===== src/rtl/issue_execute_fifo.sv =====
// Issue-to-execute queue: DEPTH-entry show-ahead FIFO with wrap-bit pointers and commit flush.
// Optional same-cycle empty bypass when ISSUE_EXECUTE_FIFO_BYPASS_EN is defined.

package issue_execute_pkg;
  typedef struct packed {
    logic [4:0]  rob_id;
    logic [6:0]  opcode;
    logic [4:0]  dest_reg;
    logic [31:0] src_a;
    logic [31:0] src_b;
  } issue_execute_pack_t;
endpackage

module issue_execute_fifo
  import issue_execute_pkg::*;
#(
  parameter int DEPTH = 4
) (
  input  logic                       clk,
  input  logic                       rst,
  input  issue_execute_pack_t        issue_execute_fifo_data_in,
  input  logic                       issue_execute_fifo_push,
  output logic                       issue_execute_fifo_full,
  output issue_execute_pack_t        issue_execute_fifo_data_out,
  output logic                       issue_execute_fifo_data_out_valid,
  input  logic                       issue_execute_fifo_pop,
  input  logic                       issue_execute_fifo_flush,
  output logic [$clog2(DEPTH):0]     issue_execute_fifo_count
);

  localparam int IDX_W = $clog2(DEPTH);
  localparam int PTR_W = IDX_W + 1;

  issue_execute_pack_t mem_r [DEPTH];

  logic [PTR_W-1:0] rd_ptr_r;
  logic [PTR_W-1:0] wr_ptr_r;
  logic [PTR_W-1:0] count_r;
  logic             full_r;

  logic [PTR_W-1:0] rd_ptr_nxt_s;
  logic [PTR_W-1:0] wr_ptr_nxt_s;
  logic [PTR_W-1:0] count_nxt_s;
  logic             full_nxt_s;
  logic             empty_s;
  logic             bypass_s;
  logic             valid_s;
  logic             push_ok_s;
  logic             pop_ok_s;
  logic             consume_s;
  logic             wr_en_s;
  issue_execute_pack_t head_s;

  // Head selection: stored entry, or the incoming entry when bypassing an empty queue
  always_comb begin
    empty_s = (rd_ptr_r == wr_ptr_r);
    head_s  = mem_r[rd_ptr_r[IDX_W-1:0]];
`ifdef ISSUE_EXECUTE_FIFO_BYPASS_EN
    bypass_s = empty_s && issue_execute_fifo_push && !issue_execute_fifo_flush;
    if (bypass_s) begin
      head_s = issue_execute_fifo_data_in;
    end else begin
      head_s = mem_r[rd_ptr_r[IDX_W-1:0]];
    end
`else
    bypass_s = 1'b0;
`endif
    valid_s = !empty_s || bypass_s;
  end

  // Accept logic and next-state pointer computation; flush overrides push and pop
  always_comb begin
    push_ok_s    = issue_execute_fifo_push && !full_r && !issue_execute_fifo_flush;
    pop_ok_s     = issue_execute_fifo_pop && valid_s && !issue_execute_fifo_flush;
    // A bypassed entry popped in the same cycle never touches storage
    consume_s    = bypass_s && pop_ok_s;
    wr_en_s      = 1'b0;
    rd_ptr_nxt_s = rd_ptr_r;
    wr_ptr_nxt_s = wr_ptr_r;
    if (issue_execute_fifo_flush) begin
      rd_ptr_nxt_s = {PTR_W{1'b0}};
      wr_ptr_nxt_s = {PTR_W{1'b0}};
    end else begin
      if (pop_ok_s && !consume_s) begin
        rd_ptr_nxt_s = rd_ptr_r + PTR_W'(1);
      end else begin
        rd_ptr_nxt_s = rd_ptr_r;
      end
      if (push_ok_s && !consume_s) begin
        wr_en_s      = 1'b1;
        wr_ptr_nxt_s = wr_ptr_r + PTR_W'(1);
      end else begin
        wr_en_s      = 1'b0;
        wr_ptr_nxt_s = wr_ptr_r;
      end
    end
    count_nxt_s = wr_ptr_nxt_s - rd_ptr_nxt_s;
    full_nxt_s  = (wr_ptr_nxt_s[IDX_W-1:0] == rd_ptr_nxt_s[IDX_W-1:0]) &&
                  (wr_ptr_nxt_s[IDX_W] != rd_ptr_nxt_s[IDX_W]);
  end

  // Pointer and status registers, cleared asynchronously by reset
  always_ff @(posedge clk or negedge rst) begin
    if (!rst) begin
      rd_ptr_r <= {PTR_W{1'b0}};
      wr_ptr_r <= {PTR_W{1'b0}};
      count_r  <= {PTR_W{1'b0}};
      full_r   <= 1'b0;
    end else begin
      rd_ptr_r <= rd_ptr_nxt_s;
      wr_ptr_r <= wr_ptr_nxt_s;
      count_r  <= count_nxt_s;
      full_r   <= full_nxt_s;
    end
  end

  // Payload storage; deliberately not reset so flush/reset only move pointers
  always_ff @(posedge clk) begin
    if (wr_en_s) begin
      mem_r[wr_ptr_r[IDX_W-1:0]] <= issue_execute_fifo_data_in;
    end
  end

  assign issue_execute_fifo_full           = full_r;
  assign issue_execute_fifo_count          = count_r;
  assign issue_execute_fifo_data_out       = head_s;
  assign issue_execute_fifo_data_out_valid = valid_s;

endmodule


===== config.mk =====
export PLATFORM = sky130hd
export DESIGN_NAME = issue_execute_fifo
export DESIGN_NICKNAME = d
export VERILOG_FILES = /design/src/rtl/issue_execute_fifo.sv
export SDC_FILE = /design/constraint.sdc
export NUM_CORES = 1
export LEC_CHECK = 0
export ABC_AREA = 1
export BUFFER_PORTS_ARGS = -buffer_cell sky130_fd_sc_hd__buf_4
export CORE_ASPECT_RATIO = 0.6
export CORE_UTILIZATION = 61
export CTS_CLUSTER_SIZE = 16
export DETAILED_ROUTE_END_ITERATION = 8
export PLACE_DENSITY_LB_ADDON = 0.15
export SLEW_MARGIN = 0
export SYNTH_ARGS = -nofsm -noshare
export SYNTH_HDL_FRONTEND = slang
export SYNTH_SLANG_ARGS = --single-unit

===== constraint.sdc =====
create_clock -name clk -period 10.3 [get_ports clk]
set_input_delay 2.06 -clock clk [delete_from_list [all_inputs] [get_ports clk]]
set_output_delay 2.06 -clock clk [all_outputs]
set_load 0.05 [all_outputs]

==> results of run 1 <==
critical path, stage by stage (launching register included):
cell	delay, ns
dfrtp_4	0.74
inv_4	0.75
buf_4	0.75
o21ai_0	0.17
o22ai_1	0.29
buf_4	0.26
cell type report:
type,count,area [um2]
flip-flops and latches,334,9980
fillers,1240,4910
multi-input cells,460,2370
repair buffers,179,1340
clock buffers,33,771
clock inverters,21,374
well taps,273,342
inverters,19,77.6
cell usage after synthesis, drive strengths merged (2+ instances only):
master  instances
edfxtp        324
nor2          171
o21ai         165
o22ai          81
clkbuf         30
buf            23
inv            18
nand2          17
dfrtp          10
ha              7
nand3           7
a21oi           2
nand4           2
nor3            2
o211ai          2
routing by layer:
| layer | global-route usage | vias up | wire length (um) |
|---|---|---|---|
| met5 | 0 | - | 0 |
| met4 | 0.0472 | 0 | 311 |
| met3 | 0.0612 | 23 | 2480 |
| met2 | 0.377 | 317 | 12000 |
| met1 | 0.362 | 3645 | 11400 |
| li1 | - | 3561 | - |
sequential cells by signal (all words and copies together), names as in the netlist:
name                      cells
mem_r                       324
issue_execute_fifo_count      3
rd_ptr_r                      3
wr_ptr_r                      3
issue_execute_fifo_full       1
per-stage QoR:
| stage | setup WS, ns | util |
|---|---|---|
| floorplan | 4.09 | - |
| global placement | 5.35 | 0.700 |
| detailed placement | 5.29 | 0.700 |
| CTS | 4.67 | 0.757 |
| global route | 4.46 | 0.757 |
| finish | 4.62 | 0.757 |
worst paths after layout:
kind                                                              end  cells past startpoint  slack (ns)                               from
worst min-delay path                            wr_ptr_r[0]$_DFF_PN0_                      3        0.65  issue_execute_fifo_full$_DFF_PN0_
worst max register to register  issue_execute_fifo_count[2]$_DFF_PN0_                     11        6.39              rd_ptr_r[0]$_DFF_PN0_
worst min register to register                  wr_ptr_r[0]$_DFF_PN0_                      3        0.65  issue_execute_fifo_full$_DFF_PN0_
max in group asynchronous                       rd_ptr_r[0]$_DFF_PN0_                      1        8.81                                rst
min in group asynchronous       issue_execute_fifo_count[1]$_DFF_PN0_                      1        1.33                                rst
worst max-delay path                  issue_execute_fifo_data_out[62]                      5        4.62              rd_ptr_r[0]$_DFF_PN0_
power groups by stage:
stage / logic [uW] / clock network [uW] / registers (uW)
global route: 839 / 1350 / 1570
finish: 795 / 1270 / 1570
CTS: 799 / 1290 / 1570
global placement: 783 / 0 / 1590
detailed placement: 794 / 0 / 1600
floorplan: 544 / 0 / 1590
cells by family (layout without fill, tap and decap cells):
| group | after synthesis | in the layout | synth area share |
|---|---|---|---|
| AND/OR/NAND/NOR | 200 | 200 | 0.0669 |
| XOR/XNOR | 2 | 2 | 0.00198 |
| adder cells (fa/ha/maj) | 8 | 8 | 0.00851 |
| AO/OA/AOI/OAI | 250 | 250 | 0.108 |
| flip-flops | 334 | 334 | 0.790 |
| buffers and inverters | 72 | 252 | 0.0248 |
==> summary.md, run 1 <==
| Metric | Value |
|---|---|
| Num CTS Buffers | `29` |
| Final setup fails | `0` |
| Clock transition at path regs | `0.07 ns` |
| First-pass GRT wire length | `40,300 um` |
| Class of the tightest hold or removal check | `reg2reg` |
| Die area | `21,300 um2` |
| First drt pass iteration count | `5` |
| Largest net degree at the start of global routing | `94` |
| Core box area | `20,200 um2` |
| Syn avg cell area | `14.6 um2` |
| CTS Root Cell | `clkbuf_16` |
| Netlist cell types | `34` |
| Vias in the first global route | `7,306` |
| Routed length per instance | `19.8 um` |
| WL final | `26,100 um` |
| Ranking of synthesized cells by area | `edfxtp_1 (77%), o21ai_0 (5.7%), nor2_1 (5.0%)` |
| Routability Congestion | `0.736` |
| WS Path Type | `reg2out` |
| Worst slew pin tran | `1.09 ns` |
| IO buf count | `171` |
| Critical Path Start Type | `register` |
| Setup TNS | `0 ns` |
| Fin area | `15,300 um2` |
| RSZ-0062 raised after global routing | `no` |
| Ratio of cells with drive above 1 in the final layout | `0.246` |
| CTS H-tree lvls | `1` |
| Non-filler instance count after layout | `1,319` |
| Cell row count | `40` |
| Initial antenna violation count | `0` |
| CTS Sinks | `334` |
| Mapped Area | `12,600 um2` |
| Commonest cells after routing, fill and taps aside | `edfxtp_1 (324), buf_4 (179), nor2_1 (165)` |
| Post-synth EDFFs | `324` |
| Hold_ws | `0.655 ns` |
| Hold buffers post-CTS | `0` |
| Crit path time final | `5.68 ns` |
| CTS tree | `built` |
| Register bit count reported by yosys | `334` |
| NetSw | `1090 uW` |
| Clock Tree Buf Depth | `3` |
| Overall power | `3640 uW` |
| Post-Synthesis Cells | `866` |
| Placed cell area | `14,100 um2` |
| Peak supply drop | `0.230 mV` |
| Comb pwr share | `0.219` |
| Worst slew margin | `0.271` |
| Worst-path fanout max | `93` |
| CP required | `8.24 ns` |
| Switching portion of total power | `0.301` |
| Final HPWL DP | `14,600 um` |
| Clock skew | `0.0103 ns` |
| Pins Over Slew Limit | `0` |
| Commonest non-fill, non-tap cell in the layout | `edfxtp_1` |
| DR vias | `7,546` |
| Period utilization | `0.552` |
| Int Pwr | `2540 uW` |
| Gr ovfl total | `0` |
| CTS resizes | `0` |
| Flop pwr share | `0.431` |
| Setup crit end kind | `output port` |
| # DRC | `0` |
| Routed Antenna Nets | `0` |
| Top cell type by total area after synthesis | `edfxtp_1` |
| Die height | `113 um` |
| Ys flop type | `edfxtp_1` |
| Placed instance count | `1,265` |
| Ant diodes | `0` |
| Global-route usage over all layers | `0.245` |
| Clock Latency Late Sink | `0.55 ns` |
| Final nets | `1,117` |
| Initial core utilization | `0.627` |
| Area share of the largest cell type after synthesis | `0.770` |
| Endpoints failing hold | `0` |
| Maximum Capacitance Violations | `0` |
| Vias/cell | `5.72` |
| Die W | `188 um` |
| Sequential share of the synthesized area | `0.790` |
| Power Dens Cells | `238 nW/um2` |
| Top-level I/O count | `172` |
| Synth warn | `0` |
| DRT iter0 DRCs | `730` |
| Clock share of power | `0.351` |
| Leak | `0.00541 uW` |
| Status | `completed` |
| Syn nets | `960` |
| Setup Fix Bufs, Post-CTS | `0` |
| Area growth syn-to-layout | `20.7%` |
| F_max | `0.176 GHz` |
| Async SR Flop Fraction | `0.0299` |
| WP data arrival | `3.62 ns` |
(Power assumes the default switching activity.)
==> run 2: changes to the inputs <==
--- a/config.mk
+++ b/config.mk
@@ -8,7 +8,7 @@
 export ABC_AREA = 1
 export BUFFER_PORTS_ARGS = -buffer_cell sky130_fd_sc_hd__buf_4
 export CORE_ASPECT_RATIO = 0.6
-export CORE_UTILIZATION = 61
+export CORE_UTILIZATION = 51
 export CTS_CLUSTER_SIZE = 16
 export DETAILED_ROUTE_END_ITERATION = 8
 export PLACE_DENSITY_LB_ADDON = 0.15
==> constraint.sdc (replaced) <==
create_clock -name clk -period 5.1 [get_ports clk]
set_input_delay 1.02 -clock clk [delete_from_list [all_inputs] [get_ports clk]]
set_output_delay 1.02 -clock clk [all_outputs]
set_load 0.05 [all_outputs]
==> summary.md, run 2 (synthesis gave the netlist of run 1 again) <==
| Metric | Value |
|---|---|
| Final HPWL DP | `14,600 um` |
| First drt pass iteration count | `5` |
| Num CTS Buffers | `30` |
| Period utilization | `0.831` |
| Peak supply drop | `0.268 mV` |
| Die height | `124 um` |
| Final core occ | `0.629` |
| FF+latch area | `9980 um2` |
| Area growth syn-to-layout | `20.5%` |
| WP data arrival | `3.22 ns` |
| WS Path Type | `reg2out` |
| Core box area | `24,200 um2` |
| Setup crit end kind | `output port` |
| Place WS | `1.55 ns` |
| Commonest cells after routing, fill and taps aside | `edfxtp_1 (324), buf_4 (177), nor2_1 (165)` |
| Pins Over Slew Limit | `0` |
| CTS resizes | `0` |
| DR vias | `7,483` |
| Vias in the first global route | `6,994` |
| CTS tree | `built` |
| Max reg flops | `324` |
| First-pass GRT wire length | `40,100 um` |
| Vias/cell | `5.45` |
| # DRC | `0` |
| Fin area | `15,200 um2` |
| Cells on worst reg2reg path | `11` |
| Switching portion of total power | `0.311` |
| Initial core utilization | `0.522` |
| Reg2Reg Launch Point | `rd_ptr_r[0]$_DFF_PN0_` |
| Critical Path Start Type | `register` |
| Die area | `25,400 um2` |
| Flop pwr share | `0.446` |
| Maximum Capacitance Violations | `0` |
| Crit path from | `rd_ptr_r[0]$_DFF_PN0_` |
| Status | `completed` |
| R2R Path End | `issue_execute_fifo_count[2]$_DFF_PN0_` |
| Routability Congestion | `0.785` |
| Reg-to-reg slack, setup | `2.11 ns` |
| PnR worst setup slack | `0.863 ns` |
| Crit path depth | `4` |
| DRT iter0 DRCs | `636` |
| Slowest-stage cell, CP | `buf_4` |
| Filler cell count | `1,839` |
| NetSw | `2190 uW` |
| Family with the most delay on the worst path | `buffers and inverters` |
| IO buf count | `171` |
| Int Pwr | `4860 uW` |
| Cell row count | `44` |
| Worst-path fanout max | `110` |
| Clock transition at path regs | `0.07 ns` |
| Worst slew margin | `0.220` |
| Clock skew | `0.0115 ns` |
| Routed Antenna Nets | `0` |
| RSZ-0062 raised after global routing | `no` |
| Initial antenna violation count | `0` |
| Commonest non-fill, non-tap cell in the layout | `edfxtp_1` |
| CTS Sinks | `334` |
| Clock Latency Late Sink | `0.55 ns` |
| F_max | `0.236 GHz` |
| Final nets | `1,120` |
| Global-route usage over all layers | `0.208` |
| CP required | `4.08 ns` |
| Cell mode on critical path | `buf_4` |
| Gr ovfl total | `0` |
| Leak | `0.00535 uW` |
| Hold buffers post-CTS | `0` |
| Power Dens Cells | `462 nW/um2` |
| CTS H-tree lvls | `1` |
| Worst setup path end | `issue_execute_fifo_data_out[61]` |
| Sequence of cells on the critical path | `buf_4 -> o21ai_0 -> o22ai_1 -> buf_4` |
| Comb pwr share | `0.232` |
| Crit path buf inv count | `2` |
| Clock share of power | `0.321` |
| Worst path max stage delay | `0.87 ns` |
| CTS Root Cell | `clkbuf_16` |
| Worst slew pin tran | `1.17 ns` |
| Endpoints failing hold | `0` |
| Setup TNS | `0 ns` |
| Top-level I/O count | `172` |
| Placed cell area | `14,200 um2` |
| Final setup fails | `0` |
| Setup Fix Bufs, Post-CTS | `0` |
| Ratio of cells with drive above 1 in the final layout | `0.237` |
| Clock Tree Buf Depth | `3` |
| Largest net degree at the start of global routing | `111` |
| Routed length per instance | `19.3 um` |
| Class of the tightest hold or removal check | `in2async` |
| Die W | `205 um` |
| Area of the multi-input gates | `2370 um2` |
| WL final | `26,500 um` |
| Crit path time final | `4.24 ns` |
[run 2: cell types whose count changed in the layout (fill, tap and decap cells not counted), moves of 3 or more]
| cell | previous run | this run |
|---|---|---|
| bufinv_16 | 10 | 4 |
| clkbuf_1 | 1 | 7 |
| clkinv_1 | 3 | 9 |
| buf_12 | 0 | 4 |
| clkbuf_8 | 3 | 0 |
[run 2: worst min-delay path by stage]
| stage | from | slack (ns) | cells past startpoint | endpoint |
|---|---|---|---|---|
| finish | rst | 0.28 | 1 | issue_execute_fifo_count[1]$_DFF_PN0_ |
| CTS | rst | 0.26 | 1 | issue_execute_fifo_count[1]$_DFF_PN0_ |
| global route | rst | 0.27 | 1 | issue_execute_fifo_count[1]$_DFF_PN0_ |
| global placement | issue_execute_fifo_full$_DFF_PN0_ | 0.65 | 3 | wr_ptr_r[0]$_DFF_PN0_ |
| detailed placement | issue_execute_fifo_full$_DFF_PN0_ | 0.66 | 3 | wr_ptr_r[0]$_DFF_PN0_ |
| floorplan | wr_ptr_r[0]$_DFF_PN0_ | 0.61 | 2 | wr_ptr_r[0]$_DFF_PN0_ |
[run 2: per-layer routing]
layer,share of wire,global-route usage,vias up
li1,-,-,3573
met1,0.48,0.314,3640
met2,0.44,0.311,242
met3,0.072,0.0481,28
met4,0.012,0.0361,0
met5,0,0,-
[run 2: per-stage QoR]
| stage | total power (uW) | hold WS [ns] | cells |
|---|---|---|---|
| CTS | 7100 | 0.262 | 1372 |
| detailed placement | 4850 | 0.662 | 1316 |
| global route | 7290 | 0.271 | 1372 |
| finish | 7040 | 0.283 | 1373 |
| global placement | 4840 | 0.646 | 1316 |
| floorplan | 4310 | 0.614 | 866 |
[run 2: worst reg2reg max path: cells and delay by family (launching register included)]
kind / cells / cell delay, ns
adder cells (fa/ha/maj): 2 / 0.68
buffers and inverters: 1 / 0.42
flip-flops: 1 / 0.82
AO/OA/AOI/OAI: 2 / 0.25
AND/OR/NAND/NOR: 6 / 0.75
[run 2: power groups by stage]
stage	sequential [uW]	clock, uW	combinational, uW
floorplan	3210	0	1100
global placement	3200	0	1640
detailed placement	3200	0	1640
CTS	3140	2300	1650
global route	3150	2410	1740
finish	3140	2260	1640
[run 2: final cells by class]
| cell class | count | area share |
|---|---|---|
| clock buffers | 38 | 0.0527 |
| repair buffers | 181 | 0.0925 |
| clock inverters | 18 | 0.0119 |
| inverters | 19 | 0.00509 |
| diodes | 1 | 0.000164 |
| multi-input cells | 460 | 0.155 |
| well taps | 322 | 0.0265 |
| flip-flops and latches | 334 | 0.656 |
